==> config.mk <==
export PLATFORM = sky130hd
export DESIGN_NAME = cpu_run_monitor
export DESIGN_NICKNAME = d
export VERILOG_FILES = /design/src/rtl/cpu_run_monitor.sv
export SDC_FILE = /design/constraint.sdc
export NUM_CORES = 1
export LEC_CHECK = 0
export CAP_MARGIN = 40
export CORE_MARGIN = 10
export CORE_UTILIZATION = 45
export DETAILED_ROUTE_END_ITERATION = 12
export PLACE_DENSITY = 0.73
export RECOVER_POWER = 50
export SKIP_CTS_REPAIR_TIMING = 1
export SLEW_MARGIN = 5
export SYNTH_ARGS = -nofsm -noshare
export SYNTH_HDL_FRONTEND = slang
export SYNTH_SLANG_ARGS = --single-unit
==> constraint.sdc <==
create_clock -name clk -period 9 [get_ports clk]
set_input_delay 1.8 -clock clk [delete_from_list [all_inputs] [get_ports clk]]
set_output_delay 1.8 -clock clk [all_outputs]
set_load 0.01 [all_outputs]
==> src/rtl/cpu_run_monitor.sv <==
// Run-control monitor beside the CPU: counts cycles and retires and ends a run
// on a halt PC, a stalled PC or an exhausted cycle budget.
module cpu_run_monitor #(
   parameter int PC_WIDTH    = 32,
   parameter int CNT_WIDTH   = 32,
   parameter int STALL_LIMIT = 16
) (
   input  logic                 clk,
   input  logic                 reset,
   input  logic                 start,
   input  logic [PC_WIDTH-1:0]  pc,
   input  logic                 retire,
   input  logic [PC_WIDTH-1:0]  halt_pc,
   input  logic                 halt_pc_en,
   input  logic [CNT_WIDTH-1:0] max_cycles,
   output logic                 running,
   output logic                 done,
   output logic [1:0]           status,
   output logic [CNT_WIDTH-1:0] cycle_count,
   output logic [CNT_WIDTH-1:0] instr_count
);

   typedef enum logic [1:0] {IDLE, RUN, DONE} state_e;

   localparam logic [CNT_WIDTH-1:0] CNT_MAX = '1;
   localparam logic [CNT_WIDTH-1:0] CNT_ONE = CNT_WIDTH'(1);
   // stall_q counts equal compares; STALL_LIMIT-1 of them means STALL_LIMIT samples
   localparam logic [7:0] STALL_FIRE = 8'(STALL_LIMIT - 2);

   state_e                state_q, state_d;
   logic [CNT_WIDTH-1:0]  cyc_q, cyc_d, ins_q, ins_d;
   logic [CNT_WIDTH-1:0]  cyc_inc, ins_inc;
   logic [1:0]            status_q, status_d;
   logic [PC_WIDTH-1:0]   prev_pc_q, prev_pc_d;
   logic [7:0]            stall_q, stall_d;
   logic                  pc_same, hit_halt, hit_stall, hit_budget;

   always_comb begin
      cyc_inc    = (cyc_q == CNT_MAX) ? cyc_q : cyc_q + CNT_ONE;
      ins_inc    = (retire && ins_q != CNT_MAX) ? ins_q + CNT_ONE : ins_q;
      pc_same    = (pc == prev_pc_q);
      hit_halt   = halt_pc_en && (pc == halt_pc);
      hit_stall  = pc_same && (stall_q == STALL_FIRE);
      hit_budget = (max_cycles != '0) && (cyc_inc == max_cycles);

      state_d   = state_q;
      cyc_d     = cyc_q;
      ins_d     = ins_q;
      status_d  = status_q;
      prev_pc_d = prev_pc_q;
      stall_d   = stall_q;

      unique case (state_q)
         IDLE, DONE: begin
            if (start) begin
               state_d   = RUN;
               cyc_d     = '0;
               ins_d     = '0;
               status_d  = 2'b00;
               prev_pc_d = pc;
               stall_d   = '0;
            end
         end
         RUN: begin
            cyc_d     = cyc_inc;
            ins_d     = ins_inc;
            prev_pc_d = pc;
            stall_d   = pc_same ? stall_q + 8'd1 : 8'd0;
            if (hit_halt || hit_stall || hit_budget) begin
               state_d = DONE;
               if (hit_halt)       status_d = 2'b01;
               else if (hit_stall) status_d = 2'b10;
               else                status_d = 2'b11;
            end
         end
         default: state_d = IDLE;
      endcase
   end

   always_ff @(posedge clk or negedge reset) begin
      if (!reset) begin
         state_q   <= IDLE;
         cyc_q     <= '0;
         ins_q     <= '0;
         status_q  <= 2'b00;
         prev_pc_q <= '0;
         stall_q   <= '0;
      end else begin
         state_q   <= state_d;
         cyc_q     <= cyc_d;
         ins_q     <= ins_d;
         status_q  <= status_d;
         prev_pc_q <= prev_pc_d;
         stall_q   <= stall_d;
      end
   end

   assign running     = (state_q == RUN);
   assign done        = (state_q == DONE);
   assign status      = status_q;
   assign cycle_count = cyc_q;
   assign instr_count = ins_q;

endmodule

Yosys cells after proc, flatten, opt, wreduce, memory -nomap -nowiden
Index checks and enable logic that the tools add are counted.
{ "word_totals": {"register_bits": 108, "inputBits": 101, "out_inout_bits": 68, "wordCells": 52} }
{ "op_classes": {"addsub": 3, "eq_ne": 11, "n_mux": 18, "reduce_logical": 14} }
{ "op_table": {"columns": ["op", "n"], "rows": [
  ["one-hot mux 32 bit (2 select lines)", 3],
  ["2-to-1 mux 32 bit", 4],
  ["equality test 32 bit", 3],
  ["adder 32 x 1 -> 32 bit, second input constant", 2],
  ["equality test 32 bit, second input constant", 1],
  ["!= test 32 bit, second input constant", 1],
  ["nonzero test 32 bit", 1],
  ["2-to-1 mux 8 bit", 2],
  ["one-hot mux 8 bit (2 select lines)", 1],
  ["2-to-1 mux 2 bit", 5],
  ["adder 8 x 1 -> 8 bit, second input constant", 1],
  ["equality test 8 x 4 -> 1 bit, second input constant", 1],
  ["one-hot mux 2 bit (2 select lines)", 2],
  ["AND reduction 3 bit", 2],
  ["logical AND 1 bit", 4],
  ["!= test 2 x 1 -> 1 bit, second input constant", 2],
  ["AND reduction 2 bit", 2],
  ["equality test 2 x 1 -> 1 bit, second input constant", 1],
  ["equality test 2 bit, second input constant", 1],
  ["logical NOT 2 bit", 1],
  ["logical OR 1 bit", 2],
  ["!= test 2 bit, second input constant", 1],
  ["nonzero test 2 bit", 1],
  ["OR reduction 2 bit", 1],
  ["2-to-1 mux 1 bit", 1]
]} }

Longest topological paths before layout
Gate-level depths: netlist of run 1.
{ "depth": {"word_depth": 7, "mapped_depth": 12, "mapped_depth_nobuf": 10} }

Worst setup path after synthesis of run 1
Ideal clock, no wire load.
{ "synth_path": {"path_type": "input to register", "from": "in max_cycles[13]", "to": "reg status_q[0] (netlist: status[0])", "setup_ps": 65, "t_arrival_ps": 3610, "required_time_ps": 8935, "setup_slack_ps": 5325, "stages": 9, "path_buffers": 0, "path_cell_list": "nor2b_1 -> nand3b_1 -> or4_1 -> a21oi_1 -> o2111ai_1 -> nor4_1 -> nand4_1 -> a21oi_1 -> o221a_2"} }
{ "synth_via": {"elab_chain_len": 5} }
{ "synth_rtl": {"columns": ["element", "line_no", "text"], "rows": [
  ["from (decl)", "15", "input logic [CNT_WIDTH-1:0] max_cycles,"],
  ["equality test 32 bit / nonzero test 32 bit (equally long branches)", "44", "hit_budget = (max_cycles != '0) && (cyc_inc == max_cycles);"],
  ["logical AND 1 bit *", "44", null],
  ["logical OR 1 bit *", "69", "if (hit_halt || hit_stall || hit_budget) begin"],
  ["!= test 2 x 1 -> 1 bit (no source line) *", null, null],
  ["AND reduction 3 bit (no source line) *", null, null],
  ["to (signal assigned)", "92", "status_q <= status_d;"],
  ["to (decl)", "33", "logic [1:0] status_q, status_d;"]
]} }
Every way passes the cells marked *; elsewhere a longest branch is shown, timed or not.
A chain may end at the register's enable or synchronous reset.

Worst setup path in the final report of run 1
{ "layout_path": {"from": "in start", "to": "reg cyc_q[0] (netlist: cycle_count[0])"} }
{ "layout_via": {"elab_chain_len": 2} }
{ "layout_rtl": {"columns": ["element", "line_no", "text"], "rows": [
  ["from (decl)", "10", "input logic start,"],
  ["!= test 2 bit (no source line)", null, null],
  ["AND reduction 2 bit (no source line)", null, null],
  ["to (signal assigned)", "90", "cyc_q <= cyc_d;"],
  ["to (decl)", "31", "logic [CNT_WIDTH-1:0] cyc_q, cyc_d, ins_q, ins_d;"]
]} }
No other way between the ends.

==> results of run 1 <==
==> power by group through the flow <==
stage / Sequential (W) / Combinational [W] / Clock [W]
finish: 0.000598 / 0.000360 / 0.000399
detailed placement: 0.000605 / 0.000361 / 0
CTS: 0.000596 / 0.000364 / 0.000409
floorplan: 0.000584 / 0.000204 / 0
global route: 0.000607 / 0.000399 / 0.000430
global placement: 0.000604 / 0.000356 / 0
==> registers in the layout (all words and copies together) (netlist names) <==
name         flops
cycle_count     32
state_q          2
prev_pc_q       32
status           2
stall_q          8
instr_count     32
==> cells in the final DEF (no fill, tap or decap), types with 5 or more instances in the layout <==
cell type,synthesis,final
or3_1,13,13
nor2b_1,8,8
buf_4,0,6
or4_1,5,5
nand2b_1,6,6
clkdlybuf4s50_1,0,165
dfrtp_1,108,108
a31oi_1,14,14
o31ai_1,12,12
xnor2_1,35,35
nor3_1,13,12
o211ai_1,5,5
o21ai_0,60,61
o22ai_1,5,5
nand3_1,39,39
xor2_1,94,94
and3_1,14,14
nand4_1,29,29
clkbuf_16,0,9
nor2_1,60,58
and4_1,11,11
nor4_1,30,30
inv_1,12,12
nand2_1,185,184
a21oi_1,31,31
==> worst min path at each step <==
| stage | to | depth (start not counted) | slack [ns] | start |
|---|---|---|---|---|
| 3_5_place_dp | prev_pc_q[18] | 2 | 0.48 | prev_pc_q[18] |
| 4_1_cts | prev_pc_q[20] | 2 | 0.49 | prev_pc_q[20] |
| 2_1_floorplan | prev_pc_q[0] | 2 | 0.46 | prev_pc_q[0] |
| 3_3_place_gp | prev_pc_q[6] | 2 | 0.47 | prev_pc_q[6] |
| 6_report | prev_pc_q[25] | 2 | 0.49 | prev_pc_q[25] |
| 5_1_grt | prev_pc_q[20] | 2 | 0.50 | prev_pc_q[20] |
==> area by class of cell <==
cell class | instances | area [um2] | share of cell area
clock inverters | 6 | 51.30 | 0.005411
clock buffers | 10 | 239.0 | 0.02521
flip-flops and latches | 108 | 2703 | 0.2851
inverters | 12 | 45.04 | 0.004751
repair buffers | 179 | 1779 | 0.1877
multi-input cells | 734 | 4393 | 0.4634
well taps | 216 | 270.3 | 0.02851
==> through the flow <==
step | total power, W | utilization | hold WS (ns)
after floorplan | 0.0007881 | - | 0.4583
after global placement | 0.0009598 | 0.5744 | 0.4689
after detailed placement | 0.0009666 | 0.5779 | 0.4756
after CTS | 0.001369 | 0.5961 | 0.4927
after global routing | 0.001436 | 0.5946 | 0.5032
final | 0.001357 | 0.5946 | 0.4881
==> cells by family after synthesis <==
kind of cell	after synthesis	share of synthesized area
flip-flops	108	0.3690
multiplexers	3	0.004441
XOR/XNOR	129	0.1543
AO/OA/AOI/OAI	169	0.1478
AND/OR/NAND/NOR	429	0.2851
buffers and inverters	59	0.03263
adder cells (fa/ha/maj)	4	0.006833
==> layer usage <==
| layer | track usage | part of all wire | wire [um] |
|---|---|---|---|
| met1 | 0.2813 | 0.44 | 10510 |
| met2 | 0.3501 | 0.47 | 11110 |
| met3 | 0.05098 | 0.072 | 1700 |
| met4 | 0.05401 | 0.018 | 420 |
| met5 | 0 | 0 | 0 |
==> tightest hold or removal path, stage by stage (launching register included) <==
cell,delay [ns]
dfrtp_1,0.36
nand2_1,0.05
nand2_1,0.05
==> synth_stat cells, drive strengths merged, types with 5 or more instances <==
cell type,number,area (um2)
xor2,94,823.3
and4,11,96.34
inv,12,45.04
xnor2,35,306.5
o22ai,5,31.28
o21ai,61,305.3
nor2,60,225.2
or4,6,48.80
or3,13,81.33
nand3,39,195.2
a21oi,31,155.2
a31oi,14,87.58
nor4,33,225.2
o31ai,12,90.09
nand2,185,694.4
dfrtp,108,2703
buf,16,75.07
nor2b,8,50.05
nand4,30,202.7
nand2b,6,37.54
and3,14,87.58
o211ai,6,50.05
clkbuf,31,118.9
nor3,13,65.06
==> impl_metrics.csv, run 1 <==
group,metric,value,unit
place,hpwl,17.93,mm
floorplan,die-area,0.02178,mm2
synthesis,synth-edff-count,0,
sta,fmax,193.3,MHz
layout,drive_gt1_frac,0.03813,
synthesis,ys_seq_area_frac,0.3690,
run_status,outcome,"finished, violations left",
sta,clock_skew,0.01256,ns
sta,fin_crit_sh,0.5748,
floorplan,die_x,147.6,um
clock_tree,cts_buffers,9,
power,p_comb_frac,0.266,
clock_tree,cts_root_buffer,"clkbuf_16",
floorplan,die_h,147.6,um
setup_path,crit_end,"cycle_count[0]",
setup_path,crit_start,"start",
job,max_cap_viol_count,3,
power,p_int,0.0009076,W
global_routing,grt_antenna_before_repair,0,
synthesis,syn_area_per_cell,8.129,um2
clock_tree,clkSinkCount,108,
synthesis,yosysWarnings,0,
setup_path,r2r_setup_slack,4.92,ns
routing,avgViaCountPerCell,5.785,
global_routing,track_usage,0.2152,
global_routing,grt_pass1_wl,38.28,mm
worst_hold_path,hp-class,"reg -> reg",
routing,drcViolationCount,0,
layout,area_growth,29.43,%
setup_path,cp.required,9.24,ns
routing,drt-initial-drc-count,615,
floorplan,ios,169,
power,powerDensity,143.2,mW/mm2
setup_path,path_buf_inv,2,
clock_tree,cts_max_path_buffers,2,
synthesis,syn_nets,1006,
layout,layoutNonFillerInstCount,1265,
sta,tns,0,ns
sta,rsz0062_at_grt,"false",
synthesis,ys_seq_elements,108,
sta,fin_ws,3.827,ns
routing,vias,7318,
setup_path,critPathArrivalTime,5.41,ns
setup_path,worst_path_max_delay_cell,"clkbuf_1",
layout,final_nets,1149,
setup_path,ff2ff_path_depth,10,
setup_path,crit_path_start_kind,"primary input",
place,dp.cells,1249,
routing,routedWlPerCell,18.77,um
layout,fillers,1491,
sta,slew_headroom,-0.7628,
power,switchingPower,0.0004497,W
place,io_buffers,168,
setup_path,path_delay_family,"buffers and inverters",
setup_path,max_stage_delay,1.86,ns
sta,tightest_slew,2.644,ns
synthesis,synthCells,901,
power,sw_frac_of_total,0.3313,
setup_path,r2r_end,"status[0]",
global_routing,grt_pass1_vias,7103,
setup_path,crit_chain,"dlygate4sd3_1, nand2b_1, nand2_2, clkbuf_1, o21ai_0, mux2_2",
routing,drtPass1Iterations,6,
sta,hold_viol,0,
clock_tree,clkTransAtPathRegs,0.07,ns
setup_path,cp_num_cells,6,
sta,min_period,5.173,ns
global_routing,grt_max_degree,58,
setup_path,critPathKind,"in -> reg",
power,leakagePower,3.812,nW
sta,slew_violations,136,
layout,fin_area,0.009480,mm2
sta,setup_viol,0,
setup_path,endpoint_kind,"flip-flop",
clock_tree,cts_max_level,3,
run_status,violations,"capacitance limit, slew limit",
synthesis,async_flop_share,1.000,
routing,postRouteAntennaNets,0,
clock_tree,cts_tree,"done",
global_routing,grt_overflow,0,
power,seqPwrFrac,0.440,
synthesis,ys_types,59,
power,power_frac_clock,0.294,
clock_tree,insertion_delay,0.36,ns
layout,antenna_cells,0,
routing,wl,23.75,mm
place,routabilityCongestion,0.9521,
power,ir_worst_vdd,124.7,uV
place,postPlaceCellArea,0.009213,mm2
place,dpl_worst_slack,4.487,ns
synthesis,synthFlopType,"dfrtp_1",
floorplan,core,0.01594,mm2
floorplan,initial_utilization,0.4594,
floorplan,placementRows,46,
synthesis,syn_area,0.007325,mm2
setup_path,r2r-start,"cycle_count[1]",
setup_path,critPathMaxFanout,57,
Note: power is estimated with default switching activity, not from simulation.
==> inputs of run 2 (changes only) <==
- PLACE_DENSITY: 0.73 -> 0.76
- clock period: 9 -> 4.4 ns (I/O delays scaled with it)
==> run 2 against run 1 <==
Largest cell class unchanged; count of clock-buffer cells in the layout is 1 higher; via count grew 2.0%; sequential cell count unchanged; the flow still finishes with violations (capacitance limit, slew limit); sequential power up 100%.
==> impl_metrics.csv, run 2 (synthesized netlist as in run 1, its figures left out) <==
group,metric,value,unit
setup_path,crit_path_start_kind,"flip-flop",
routing,drcViolationCount,0,
clock_tree,clkTransAtPathRegs,0.08,ns
power,power_frac_clock,0.289,
global_routing,grt_pass1_vias,7179,
worst_hold_path,min_from,"prev_pc_q[8]",
global_routing,grt_overflow,0,
layout,final_nets,1155,
setup_path,worst_path_max_delay_cell,"or4_1",
floorplan,ios,169,
setup_path,critPathArrivalTime,4.05,ns
run_status,violations,"capacitance limit, slew limit",
sta,rsz0062_at_grt,"false",
sta,min_period,3.744,ns
place,routabilityCongestion,0.9318,
power,switchingPower,0.0009108,W
power,leakagePower,3.941,nW
power,ir_worst_vdd,266.4,uV
clock_tree,insertion_delay,0.36,ns
setup_path,r2r-start,"cycle_count[0]",
global_routing,grt_max_degree,43,
setup_path,critPathKind,"reg -> reg",
layout,seq_area,0.002703,mm2
routing,avgViaCountPerCell,5.870,
clock_tree,cts_buffers,9,
floorplan,die-area,0.02178,mm2
floorplan,initial_utilization,0.4594,
setup_path,crit_chain,"ha_1, nand3_1, or4_1, a2111oi_1, xnor2_1, o21ai_0, nor4_1, nand4_1, a21oi_1, o221a_2",
sta,tightest_slew,2.241,ns
power,powerDensity,289.7,mW/mm2
layout,area_growth,29.79,%
clock_tree,cts_tree,"done",
sta,slew_violations,43,
floorplan,core,0.01594,mm2
floorplan,die_h,147.6,um
sta,clock_skew,0.01122,ns
sta,setup_viol,0,
clock_tree,clkSinkCount,108,
routing,drtPass1Iterations,7,
power,sw_frac_of_total,0.3307,
run_status,outcome,"finished, violations left",
layout,final_cell_mix,"185 x nand2_1, 134 x clkdlybuf4s50_1, 108 x dfrtp_1",
routing,vias,7461,
layout,multiInputGateArea,0.004393,mm2
place,hpwl,18.80,mm
power,seqPwrFrac,0.443,
setup_path,endpoint_kind,"flip-flop",
global_routing,grt_pass1_wl,39.23,mm
layout,fin_util,0.5963,
job,max_cap_viol_count,1,
setup_path,cp.required,4.71,ns
routing,postRouteAntennaNets,0,
floorplan,die_x,147.6,um
layout,final_common_cell,"nand2_1",
global_routing,grt_antenna_before_repair,0,
power,p_comb_frac,0.268,
layout,antenna_cells,0,
layout,drive_gt1_frac,0.04455,
clock_tree,cts_root_buffer,"clkbuf_16",
place,io_buffers,168,
clock_tree,cts_max_level,3,
layout,fillers,1472,
sta,tns,0,ns
setup_path,max_stage_delay,0.74,ns
routing,drt-initial-drc-count,620,
sta,slew_headroom,-0.4939,
routing,routedWlPerCell,19.26,um
clock_tree,cts_max_path_buffers,2,
worst_hold_path,hp-class,"reg -> reg",
global_routing,track_usage,0.2213,
sta,fmax,267.1,MHz
sta,fin_crit_sh,0.8509,
setup_path,crit_start,"cycle_count[0]",
sta,hold_viol,0,
power,p_int,0.001843,W
routing,wl,24.48,mm
setup_path,critPathMaxFanout,10,
floorplan,placementRows,46,
-- run 2: cell types whose count changed in the layout (fill, tap and decap cells not counted), moves of 2 or more --
cell             previous run  this run
clkbuf_2                    0         2
clkinv_4                    0         2
clkbuf_1                    4         2
clkdlybuf4s50_1           165       134
buf_4                       6        14
dlygate4sd3_1               2        33
inv_6                       4         2
-- run 2: area by class of cell --
type / count / share of cell area
Multi-Input combinational cell: 734 / 0.4621
Timing Repair Buffer: 185 / 0.1904
Sequential cell: 108 / 0.2843
Clock inverter: 5 / 0.004475
Tap cell: 216 / 0.02843
Clock buffer: 11 / 0.02553
Inverter: 12 / 0.004738
-- run 2: routing by layer --
| metal | GRT usage | share of wire |
|---|---|---|
| met5 | 0 | 0 |
| met4 | 0.07433 | 0.028 |
| met3 | 0.05159 | 0.072 |
| met2 | 0.3609 | 0.48 |
| met1 | 0.2822 | 0.42 |
-- run 2: metrics by stage --
stage	std cells	power [W]	hold WS (ns)	setup slack, ns	area [um2]
finish	1271	0.002754	0.4895	0.6562	9507
global route	1271	0.002904	0.5061	0.3365	9507
CTS	1271	0.002783	0.4924	0.7099	9518
detailed placement	1255	0.001982	0.4758	0.7190	9233
global placement	1254	0.001968	0.4691	0.7755	9213
floorplan	901	0.001612	0.4583	1.282	7325
-- run 2: final timing paths --
| check | slack [ns] | end | cells past startpoint |
|---|---|---|---|
| max | 0.66 | status[0] | 10 |
| max in group asynchronous | 1.32 | instr_count[4] | 2 |
| min reg2reg | 0.49 | prev_pc_q[8] | 2 |
| min | 0.49 | prev_pc_q[8] | 2 |
| max reg2reg | 0.66 | status[0] | 10 |
| min in group asynchronous | 1.17 | instr_count[26] | 1 |
-- run 2: critical path, delay by kind of cell (launching register included) --
kind,cells,cell delay (ns)
and+or+nand+nor,4,1.55
AOI/OAI and AO/OA,4,1.14
DFF,1,0.47
xor gates and xnor gates,1,0.21
adders and majority gates,1,0.32
-- run 2: power by group through the flow --
stage          registers, W  clock network, W  logic, W
2_1_floorplan       0.00119                 0  0.000418
3_3_place_gp        0.00123                 0  0.000738
3_5_place_dp        0.00123                 0  0.000748
4_1_cts             0.00122          0.000815  0.000752
5_1_grt             0.00123          0.000853  0.000818
6_report            0.00122          0.000797  0.000738
